--- src/rtl/shifter_pipe_pkg.sv ---
// rtl/shifter_pipe_pkg.sv - shared ALU constants and shift op encodings
package shifter_pipe_pkg;

    localparam int ALU_OP_W = 2;

    typedef logic [ALU_OP_W-1:0] alu_op_t;

    localparam alu_op_t OP_SLL  = 2'b00;
    localparam alu_op_t OP_SRL  = 2'b01;
    localparam alu_op_t OP_SRA  = 2'b10;
    localparam alu_op_t OP_ROTR = 2'b11;

endpackage

--- src/rtl/shifter_pipe_shift_stage.sv ---
// rtl/shifter_pipe_shift_stage.sv - partial shift by amt * 2**LO_BIT, purely combinational
module shift_stage
    import shifter_pipe_pkg::*;
#(
    parameter int WIDTH  = 32,
    parameter int LO_BIT = 0,
    parameter int NBITS  = 2
) (
    input  logic [1:0]       op,
    input  logic [WIDTH-1:0] din,
    input  logic [NBITS-1:0] amt,
    output logic [WIDTH-1:0] dout
);

    localparam int SW = LO_BIT + NBITS;

    logic [SW-1:0]        sh;
    logic [2*WIDTH-1:0]   rot;

    // Only 2**NBITS distinct shift distances reach this stage.
    assign sh  = SW'(amt) << LO_BIT;
    assign rot = {din, din} >> sh;

    always_comb begin
        dout = din;
        case (op)
            OP_SLL:  dout = din << sh;
            OP_SRL:  dout = din >> sh;
            OP_SRA:  dout = $signed(din) >>> sh;
            OP_ROTR: dout = rot[WIDTH-1:0];
            default: dout = din;
        endcase
    end

endmodule

--- src/rtl/shifter_pipe.sv ---
// rtl/shifter_pipe.sv - two-stage valid/ready barrel shifter (SLL, SRL, SRA, ROTR)
module shifter_pipe
    import shifter_pipe_pkg::*;
#(
    parameter int WIDTH = 32
) (
    input  logic             clk,
    input  logic             rst_n,
    input  logic             flush,
    input  logic             in_valid,
    output logic             in_ready,
    input  logic [1:0]       op,
    input  logic [WIDTH-1:0] A,
    input  logic [WIDTH-1:0] B,
    output logic             out_valid,
    input  logic             out_ready,
    output logic [WIDTH-1:0] res
);

    localparam int SAW = $clog2(WIDTH);
    localparam int LOW = SAW / 2;
    localparam int HIW = SAW - LOW;

    logic             v1, v2;
    logic [WIDTH-1:0] d1, d2;
    logic [1:0]       op1;
    logic [LOW-1:0]   lo1;
    logic [WIDTH-1:0] s1_out, s2_out;
    logic             adv1, adv2, accept;
    logic             unused_b;

    assign unused_b = ^B[WIDTH-1:SAW];

    assign adv2     = ~v2 | out_ready;
    assign adv1     = ~v1 | adv2;
    // rst_n gates in_ready so nothing is offered as accepted while held in reset.
    assign in_ready = adv1 & ~flush & rst_n;
    assign accept   = in_valid & in_ready;

    assign out_valid = v2;
    assign res       = v2 ? d2 : '0;

    shift_stage #(.WIDTH(WIDTH), .LO_BIT(LOW), .NBITS(HIW)) u_stage1 (
        .op   (op),
        .din  (A),
        .amt  (B[SAW-1:LOW]),
        .dout (s1_out)
    );

    shift_stage #(.WIDTH(WIDTH), .LO_BIT(0), .NBITS(LOW)) u_stage2 (
        .op   (op1),
        .din  (d1),
        .amt  (lo1),
        .dout (s2_out)
    );

    always_ff @(posedge clk or negedge rst_n) begin
        if (!rst_n) begin
            v1  <= 1'b0;
            v2  <= 1'b0;
            d1  <= '0;
            d2  <= '0;
            op1 <= '0;
            lo1 <= '0;
        end else if (flush) begin
            v1 <= 1'b0;
            v2 <= 1'b0;
        end else begin
            if (adv2) begin
                v2 <= v1;
                if (v1) begin
                    d2 <= s2_out;
                end
            end
            if (adv1) begin
                v1 <= accept;
                if (accept) begin
                    d1  <= s1_out;
                    op1 <= op;
                    lo1 <= B[LOW-1:0];
                end
            end
        end
    end

endmodule

--- config.mk ---
export PLATFORM = sky130hd
export DESIGN_NAME = shifter_pipe
export DESIGN_NICKNAME = d
export VERILOG_FILES = /design/src/rtl/shifter_pipe_pkg.sv /design/src/rtl/shifter_pipe_shift_stage.sv /design/src/rtl/shifter_pipe.sv
export SDC_FILE = /design/constraint.sdc
export NUM_CORES = 1
export LEC_CHECK = 0
export CORE_MARGIN = 5
export CORE_UTILIZATION = 45
export CTS_CLUSTER_DIAMETER = 100
export DETAILED_ROUTE_END_ITERATION = 16
export GPL_TIMING_DRIVEN = 1
export PLACE_DENSITY_LB_ADDON = 0.2
export REMOVE_ABC_BUFFERS = 1
export SLEW_MARGIN = 20
export SYNTH_ARGS = -nofsm -noshare
export SYNTH_HDL_FRONTEND = slang
export SYNTH_SLANG_ARGS = --single-unit
export TNS_END_PERCENT = 50
--- constraint.sdc ---
create_clock -name clk -period 3 [get_ports clk]
set_input_delay 0.45 -clock clk [delete_from_list [all_inputs] [get_ports clk]]
set_output_delay 0.45 -clock clk [all_outputs]
set_load 0.02 [all_outputs]
==> impl_metrics.json <==
{
  "swShare": 0.354,
  "p_sw_mw": 1.45,
  "syn_avg_cell_area_um2": 9.24,
  "ant_nets": 0,
  "synth_top_area_frac": 0.248,
  "antenna_found_initial": 0,
  "max_freq_mhz": 411,
  "async_reset_ff_frac": 1.00,
  "final_util": 0.542,
  "ys_warn_count": 0,
  "use_met2": 0.374,
  "start_kind": "primary input",
  "fp.dieH_um": 135,
  "synthFlopType": "dfrtp_1",
  "dp_hpwl_mm": 15.6,
  "worst-path-max-fanout": 4,
  "yosysMostFrequentCell": "nand2_1",
  "clock_sink_count": 70,
  "wire_per_inst_um": 20.5,
  "start_util": 0.461,
  "vdd_drop_max_mv": 0.281,
  "p_int_mw": 2.65,
  "route.detailed.drc": 0,
  "track_usage": 0.232,
  "max_cap_viol_count": 0,
  "use_met1": 0.333,
  "layout-drive-gt1-share": 0.166,
  "vias": 6500,
  "min_path_type": "in -> async",
  "dr.pass1.iters": 5,
  "core-area_mm2": 0.0153,
  "cp.required_ns": 2.55,
  "grt-ovfl-total": 0,
  "powerDensity_mw_per_mm2": 494,
  "layout.nets": 887,
  "post_cts_buffers": 0,
  "post-route-period-util": 0.811,
  "cp.arrival_ns": 1.98,
  "pwr-share-clk": 0.235,
  "clock_latency_ns": 0.33,
  "fin_skew_ns": 0.00202,
  "netlist_area_mm2": 0.00706,
  "dieArea_mm2": 0.0183,
  "setup_viol": 0,
  "grt_start_max_net_pins": 74,
  "viasPerCell": 6.30,
  "p_leak_nw": 3.30,
  "cts_buffers": 9,
  "clockRootBuffer": "clkbuf_16",
  "cts_tree": "done",
  "wirelength_mm": 21.1,
  "yosysTopAreaCell": "dfrtp_1",
  "crit_type": "in -> out",
  "multi_input_area_mm2": 0.00490,
  "grt_busiest_layer": "met2",
  "fill_cells": 1462,
  "ys_seq_elements": 70,
  "clk_pin_slew_worst_paths_ns": 0.05,
  "ff_latch_area_mm2": 0.00176,
  "io_buffer_count": 77,
  "slew_violations": 0,
  "rsz0062_at_grt": "false",
  "worst_slack_ns": 0.568,
  "p_seq_frac": 0.376,
  "grt_pass1_wl_mm": 34.3,
  "netlist_top_cells_area": "dfrtp_1, mux4_2, mux2i_1",
  "syn_inst": 764,
  "dp_cells": 1016,
  "pwr-share-comb": 0.388,
  "gp_congestion": 1.04,
  "ys_seq_area_frac": 0.248,
  "area_growth_pct": 17.5,
  "ctsResizeCount": 0,
  "drtIter0Drc": 645,
  "dpl_worst_slack_ns": 0.286,
  "fin_crit_ns": 2.43,
  "rows": 45,
  "ioPinCount": 105,
  "n_antenna_cell": 0,
  "yosys-top-cells-count": "nand2_1, mux2i_1, dfrtp_1",
  "final_cells": 1031,
  "htree_levels": 3,
  "status": "completed",
  "cts.path.max_buffers": 2,
  "synthDistinctLibCells": 58,
  "synth_edf_count": 0,
  "grt_use_met3": 0.0345,
  "finalHoldViolations": 0,
  "tightest_slew_ns": 1.04,
  "die_width_um": 135,
  "first_global_vias": 6238,
  "cp-end-kind": "output port",
  "slew-limit-headroom": 0.310,
  "cts-hold-fix-buffers": 0
}
## per-stage QoR
step                hold slack, ns  setup TNS (ns)  area [um^2]  power [mW]
finish                       0.439               0         8300        4.10
global route                 0.489               0         8300        4.36
CTS                          0.469               0         8300        4.12
detailed placement           0.462               0         8030        3.14
global placement             0.453               0         8030        3.08
floorplan                    0.154           -7.49         6670        2.56
## power groups by stage
stage          sequential, mW  combinational (mW)  clock [mW]
2_1_floorplan            1.45                1.10           0
3_3_place_gp             1.53                1.55           0
3_5_place_dp             1.56                1.58           0
4_1_cts                  1.54                1.59       0.983
5_1_grt                  1.59                1.75        1.02
6_report                 1.54                1.59       0.963
## area by class of cell
type                       instances  share of cell area
clock inverter                     1            0.000603
clock buffer                      14              0.0318
timing repair buffer             115               0.131
tap                              211              0.0318
inverter                           7             0.00317
sequential                        70               0.212
multi-input combinational        613               0.590
## registers in the layout, summed over array words and instances (netlist names)
register   flops
op1            2
v1             1
lo1            2
d1            32
out_valid      1
d2            32
## routing by layer
metal | up-vias | routed length [um]
met5 | - | 0
met2 | 264 | 10100
li1 | 3008 | -
met1 | 3195 | 9320
met4 | 0 | 334
met3 | 33 | 1320
## placed cells by master (no fill, tap or decap), types with 12 or more instances in the layout
cell type / synthesis / routed
nand2_1: 106 / 106
mux2_2: 12 / 12
nor2_1: 41 / 41
nand2b_1: 15 / 15
buf_4: 13 / 37
clkdlybuf4s50_1: 0 / 74
a21oi_1: 38 / 38
and2_1: 34 / 34
o211ai_1: 13 / 13
mux2i_1: 76 / 76
a211oi_1: 12 / 12
o21ai_0: 67 / 67
dfrtp_1: 70 / 68
mux4_2: 64 / 64
## logic make-up after synthesis
logic type             Yosys count  share of synthesized area
DFF                             70                      0.248
muxes                          152                      0.331
buffers and inverters           81                     0.0583
and+or+nand+nor                237                      0.157
AOI/OAI and AO/OA              224                      0.206
## worst max-delay path, stage by stage
cell	delay, ns
clkdlybuf4s50_1	0.46
nor2b_1	0.23
a21boi_0	0.21
clkdlybuf4s50_1	0.63
## final timing paths
path | startpoint | end | slack, ns | cells after the start
max | flush | in_ready | 0.57 | 4
min | rst_n | d2[4] | 0.44 | 2
max reg2reg | lo1[0] | d2[28] | 0.73 | 3
min reg2reg | d2[2] | d2[2] | 0.47 | 1
max in group asynchronous | rst_n | lo1[0] | 1.88 | 2
min in group clk | d2[2] | d2[2] | 0.47 | 1
Power figures use the tool's default switching activity.
